`src/rtl/lcd_write_sequencer.sv`:
```
// HD44780-style 8-bit LCD write sequencer: power-up init, char/space/clear writes, cursor tracking.
// Optional feature: define LCD_AUTOWRAP_EN to issue a DDRAM line-change command after column COLS-1.
module lcd_write_sequencer #(
  parameter int unsigned PWRUP_CYC   = 1_500_000,
  parameter int unsigned E_SETUP_CYC = 8,
  parameter int unsigned E_PULSE_CYC = 50,
  parameter int unsigned CMD_CYC     = 5_000,
  parameter int unsigned CLR_CYC     = 200_000,
  parameter int unsigned COLS        = 16
) (
  input  logic       sysclk,
  input  logic       rst_n,
  input  logic [7:0] char_in,
  input  logic       char_valid,
  input  logic       word_sep,
  input  logic       clear_req,
  output logic       char_ready,
  output logic       busy,
  output logic [7:0] lcd_d,
  output logic       lcd_rs,
  output logic       lcd_rw,
  output logic       lcd_e,
  output logic [4:0] col,
  output logic       line
);

  localparam int unsigned CNT_MAX = (PWRUP_CYC > CLR_CYC) ? PWRUP_CYC : CLR_CYC;
  localparam int unsigned CW      = $clog2(CNT_MAX + 1);

  localparam logic [CW-1:0] LD_PWRUP = CW'(PWRUP_CYC - 1);
  localparam logic [CW-1:0] LD_SETUP = CW'(E_SETUP_CYC - 1);
  localparam logic [CW-1:0] LD_PULSE = CW'(E_PULSE_CYC - 1);
  localparam logic [CW-1:0] LD_CMD   = CW'(CMD_CYC - 1);
  localparam logic [CW-1:0] LD_CLR   = CW'(CLR_CYC - 1);
  localparam logic [4:0]    LAST_COL = 5'(COLS - 1);

  typedef enum logic [2:0] {ST_PWRUP, ST_IDLE, ST_SETUP, ST_PULSE, ST_WAIT} state_t;
  typedef enum logic [1:0] {WK_INIT, WK_DATA, WK_CLEAR, WK_WRAP} kind_t;

  state_t        state, state_nxt;
  kind_t         kind, kind_nxt;
  logic [CW-1:0] cnt, cnt_nxt;
  logic [1:0]    init_idx, init_idx_nxt;
  logic [7:0]    d_nxt;
  logic          rs_nxt;
  logic [4:0]    col_nxt;
  logic          line_nxt;
  logic          clr_pend, clr_pend_nxt;
  logic          start_clear;
  logic          long_cmd;

  function automatic logic [7:0] init_byte(input logic [1:0] idx);
    case (idx)
      2'd0:    return 8'h38;
      2'd1:    return 8'h0C;
      2'd2:    return 8'h06;
      default: return 8'h01;
    endcase
  endfunction

  // Clear (0x01) and return-home (0x02/0x03) need the long execution time.
  assign long_cmd   = !lcd_rs && (lcd_d[7:2] == 6'd0) && (lcd_d[1:0] != 2'd0);
  assign char_ready = (state == ST_IDLE) && !clr_pend;
  assign busy       = (state != ST_IDLE);
  assign lcd_rw     = 1'b0;

  always_comb begin
    // NOTE: every variable gets a default first so no path leaves it unassigned (no latches).
    state_nxt    = state;
    kind_nxt     = kind;
    cnt_nxt      = (cnt == '0) ? '0 : cnt - 1'b1;
    init_idx_nxt = init_idx;
    d_nxt        = lcd_d;
    rs_nxt       = lcd_rs;
    col_nxt      = col;
    line_nxt     = line;
    start_clear  = 1'b0;

    case (state)
      ST_PWRUP: begin
        if (cnt == '0) begin
          state_nxt    = ST_SETUP;
          cnt_nxt      = LD_SETUP;
          kind_nxt     = WK_INIT;
          init_idx_nxt = 2'd0;
          d_nxt        = init_byte(2'd0);
          rs_nxt       = 1'b0;
        end
      end
      ST_IDLE: begin
        // A clear arriving this very cycle already outranks a simultaneous char.
        if (clr_pend || clear_req) begin
          state_nxt   = ST_SETUP;
          cnt_nxt     = LD_SETUP;
          kind_nxt    = WK_CLEAR;
          d_nxt       = 8'h01;
          rs_nxt      = 1'b0;
          start_clear = 1'b1;
        end else if (char_valid || word_sep) begin
          state_nxt = ST_SETUP;
          cnt_nxt   = LD_SETUP;
          kind_nxt  = WK_DATA;
          d_nxt     = char_valid ? char_in : 8'h20;
          rs_nxt    = 1'b1;
        end
      end
      ST_SETUP: begin
        if (cnt == '0) begin
          state_nxt = ST_PULSE;
          cnt_nxt   = LD_PULSE;
        end
      end
      ST_PULSE: begin
        if (cnt == '0) begin
          state_nxt = ST_WAIT;
          cnt_nxt   = long_cmd ? LD_CLR : LD_CMD;
        end
      end
      ST_WAIT: begin
        if (cnt == '0) begin
          state_nxt = ST_IDLE;
          case (kind)
            WK_INIT: begin
              if (init_idx != 2'd3) begin
                state_nxt    = ST_SETUP;
                cnt_nxt      = LD_SETUP;
                init_idx_nxt = init_idx + 2'd1;
                d_nxt        = init_byte(init_idx + 2'd1);
              end
            end
            WK_DATA: begin
              if (col != LAST_COL) begin
                col_nxt = col + 5'd1;
              end else begin
`ifdef LCD_AUTOWRAP_EN
                state_nxt = ST_SETUP;
                cnt_nxt   = LD_SETUP;
                kind_nxt  = WK_WRAP;
                d_nxt     = line ? 8'h80 : 8'hC0;
                rs_nxt    = 1'b0;
`else
                col_nxt = LAST_COL;
`endif
              end
            end
            WK_CLEAR: begin
              col_nxt  = 5'd0;
              line_nxt = 1'b0;
            end
            default: begin
              col_nxt  = 5'd0;
              line_nxt = ~line;
            end
          endcase
        end
      end
      default: state_nxt = ST_PWRUP;
    endcase
  end

  assign clr_pend_nxt = (clr_pend || clear_req) && !start_clear;

  always_ff @(posedge sysclk or negedge rst_n) begin
    if (!rst_n) begin
      state    <= ST_PWRUP;
      kind     <= WK_INIT;
      cnt      <= LD_PWRUP;
      init_idx <= 2'd0;
      lcd_d    <= 8'h00;
      lcd_rs   <= 1'b0;
      lcd_e    <= 1'b0;
      col      <= 5'd0;
      line     <= 1'b0;
      clr_pend <= 1'b0;
    end else begin
      // NOTE: sequential state uses non-blocking assignments so all registers update together.
      state    <= state_nxt;
      kind     <= kind_nxt;
      cnt      <= cnt_nxt;
      init_idx <= init_idx_nxt;
      lcd_d    <= d_nxt;
      lcd_rs   <= rs_nxt;
      lcd_e    <= (state_nxt == ST_PULSE);
      col      <= col_nxt;
      line     <= line_nxt;
      clr_pend <= clr_pend_nxt;
    end
  end

endmodule

```
`config.mk`:
```
export PLATFORM = sky130hd
export DESIGN_NAME = lcd_write_sequencer
export DESIGN_NICKNAME = d
export VERILOG_FILES = /design/src/rtl/lcd_write_sequencer.sv
export SDC_FILE = /design/constraint.sdc
export NUM_CORES = 1
export LEC_CHECK = 0
export ABC_AREA = 0
export BUFFER_PORTS_ARGS = -buffer_cell sky130_fd_sc_hd__buf_2
export CAP_MARGIN = 0
export CORE_ASPECT_RATIO = 0.7
export CORE_MARGIN = 2
export CORE_UTILIZATION = 42
export CTS_BUF_LIST = sky130_fd_sc_hd__clkbuf_4 sky130_fd_sc_hd__clkbuf_8
export DETAILED_ROUTE_END_ITERATION = 10
export GPL_TIMING_DRIVEN = 0
export PLACE_DENSITY_LB_ADDON = 0.08
export REMOVE_ABC_BUFFERS = 1
export SETUP_SLACK_MARGIN = 0.15
export SLEW_MARGIN = 20
export SYNTH_ARGS = -nofsm -noshare
export SYNTH_HDL_FRONTEND = slang
export SYNTH_SLANG_ARGS = --single-unit
```
`constraint.sdc`:
```
create_clock -name sysclk -period 4.5 [get_ports sysclk]
set_input_delay 0.225 -clock sysclk [delete_from_list [all_inputs] [get_ports sysclk]]
set_output_delay 0.225 -clock sysclk [all_outputs]
set_load 0.005 [all_outputs]
```
==> results.md <==
- DP HPWL: roughly 4.2 mm
- Synth-to-Final Area Change: 11.9%
- Max_slew headroom: 53.2%
- #FFs+latches synth: 44
- Hold_ws: about 0.12 ns
- Post-route minimum period: 2.43 ns
- Clock Path Buffers: 2
- DP Area: 0.00270 mm2
- Crit share post-route: between 50% and 60%
- Routed via count: ~2000
- Status: completed
- Crit path DAT: ~2.7 ns
- Diodes inserted: 0
- Clk root buf: clkbuf_8
- Inserted Clock Buffers: 5
- Footprint of the multi-input gates: between 0.001 and 0.0015 mm2
- FF-to-FF Start: cnt[11]
- Sequential-to-total area share from yosys stat: approximately 45%
- DIE AREA: roughly 0.0066 mm2
- Place WS: roughly 2.1 ns
- Ys Warns: 0
- FP Rows: 23
- Post-synth ARST share: 100%
- DR iter-0 viols: 120
- Worst R2R Setup Slack: roughly 2.1 ns
- I/O Buffers: 30
- Max-Cap Viols: 0
- Share of the synthesized area in the top cell type: between 20% and 30%
- Number of synthesized flops with an enable pin: 0
- Initial antenna violation count: 0
- DIE WIDTH: between 90 and 100 um
- Placed cells: roughly 360
- CTS Sinks: 44
- Hold Path Origin: char_in[6]
- Most frequent cells in the layout: dfrtp_1, buf_2, nor2_1
- Ys flop type: dfrtp_1
- DR DRC count: 0
- Gpl congestion: around 0.85
- First-pass GRT wire length: roughly 9 mm
- Post-route ant nets: 0
- Filler Cell Count: roughly 560
- Die H: slightly below 70 um
- Critical Path RT: 4.71 ns
- Final-report hold violation count: 0
- Area leader, netlist: dfrtp_1
- Synth Instances: between 200 and 300
- Setup repair bufs after CTS: 0
- Pwr Density: 254 mW/mm2
- Core box area: approximately 0.0058 mm2
- Number of global-route vias before repair: roughly 1800
- Worst min path class: in2reg
- Crit start category: register
- Leak: roughly 1.2 nW
- Initial core utilization: 43.6%
- Sum Neg Setup Slack: 0 ns
- Top post-synthesis cells by area: dfrtp_1, dfstp_2, a21oi_1
- Register area: around 0.0011 mm2
- Final core utilization: between 40 and 50%
- CTS tree: yes
- FMAX: slightly above 0.4 GHz
- Peak supply drop: ~0.12 mV
- Setup-failing EPs final: 0
- Total track usage: 18.4%
- WHS Endpoint: lcd_d[6]
- Most common cell after layout, fill and taps aside: dfrtp_1
- I/O pin total: 32
- Final Max Tran Viols: 0
- RSZ-0062 raised after global routing: false
- Worst-Margin Slew: approximately 0.7 ns
- Grt total ovfl: 0
- Worst flop-to-flop path endpoint: cnt[16]
- Hold path cells: 3
- Crit path capture type: register
- WL/cell: 15.8 um
- Crit Path Class: reg2reg
- Vias/cell: about 5.5
- Yosys cell types: 60
- CTS H-tree depth: 2
- Final Non-Filler Cells: 364
- Clock Skew: approximately 0.0065 ns
- Detailed-route wire length: approximately 5.8 mm
- Clock latency on the worst-skew pair: 0.29 ns
- Layout cell share with drive strength beyond 1: approximately a quarter
- Syn Area/Cell: between 9 and 10 um2
- Fin nets: 308
- Initial DRT Pass Iterations: 4
- Fin worst setup slack: between 2 and 2.5 ns
- Largest net degree at the start of global routing: 45
- Total power: 715 uW
- Post-route cell area: between 0.002 and 0.003 mm2
- Reg2reg path depth: 5
- Max Fanout on Critical Path: 13
- CTS resizes: 0
- Reg clk slew, reported paths: approximately 0.08 ns
- Synth Cell Area: about 0.0025 mm2
what timing repair did:
item                                    4_1_cts  5_1_grt
endpoints found under the setup margin        0        0
hold buffers                                  0        1
endpoints found under the hold margin         0       30
routing by layer:
layer / track usage [%] / wire length (um) / vias up
li1: - / - / 992
met1: 29.6 / 3110 / 960
met2: 24.7 / 2280 / 53
met3: 4.02 / 341 / 5
met4: 4.23 / 40 / 0
met5: 0 / 0 / -
cell type report:
type | count | area share (%)
repair buffers | 31 | 5.79
inverters | 11 | 1.47
clock buffers | 8 | 3.47
flip-flops and latches | 44 | 39.8
multi-input cells | 195 | 46.1
well taps | 75 | 3.34
where the power goes:
part	total [mW]	internal [mW]	switching, mW	leakage [nW]
registers	0.415	0.405	0.0101	0.513
clock network	0.268	0.137	0.130	0.0523
logic	0.0329	0.0149	0.0179	0.596
worst max path at each step:
stage | from | to | slack (ns) | cells after the start
3_5_place_dp | cnt[11] | cnt[16] | 2.11 | 5
4_1_cts | cnt[11] | cnt[16] | 2.08 | 5
5_1_grt | state[1] | col[0] | 1.93 | 5
6_report | cnt[11] | cnt[16] | 2.07 | 5
3_3_place_gp | cnt[11] | cnt[16] | 2.12 | 5
2_1_floorplan | cnt[11] | cnt[16] | 2.50 | 5
sequential cells by signal (all words and copies together), names as in the netlist:
| name | count |
|---|---|
| clr_pend | 1 |
| cnt | 21 |
| col | 5 |
| init_idx | 2 |
| kind | 2 |
| lcd_d | 8 |
| lcd_e | 1 |
| line | 1 |
| state | 3 |
synthesized netlist by cell type (all sizes together) (3+ instances only):
cell type and n:
clkbuf 3, a21oi 23, or4 4, dfstp 14, dfrtp 30, ha 7
nor4 6, xor2 7, inv 11, nand4 7, o31ai 5, mux2 4
o22ai 4, buf 6, nand3 10, nor2b 3, nand2 18, xnor2 10
o21ai 19, o211ai 3, nor2 30, nor3 8
critical path, cell delays in order, from the launching register on:
cell,delay (ns)
dfrtp_1,0.43
nor4_2,0.41
and4_1,0.58
nand2_4,0.20
or4_4,0.55
a21oi_2,0.17
cell families after synthesis:
logic type                 count (synthesis)  synth area share, %
and+or+nand+nor                           94                 21.4
AOI/OAI and AO/OA                         72                 18.9
DFF                                       44                 44.5
buffers and inverters                     20                 3.84
xor gates and xnor gates                  17                 5.93
adders and majority gates                  7                 3.49
muxes                                      4                 1.79
other                                      1                0.149
(Power assumes the default switching activity.)
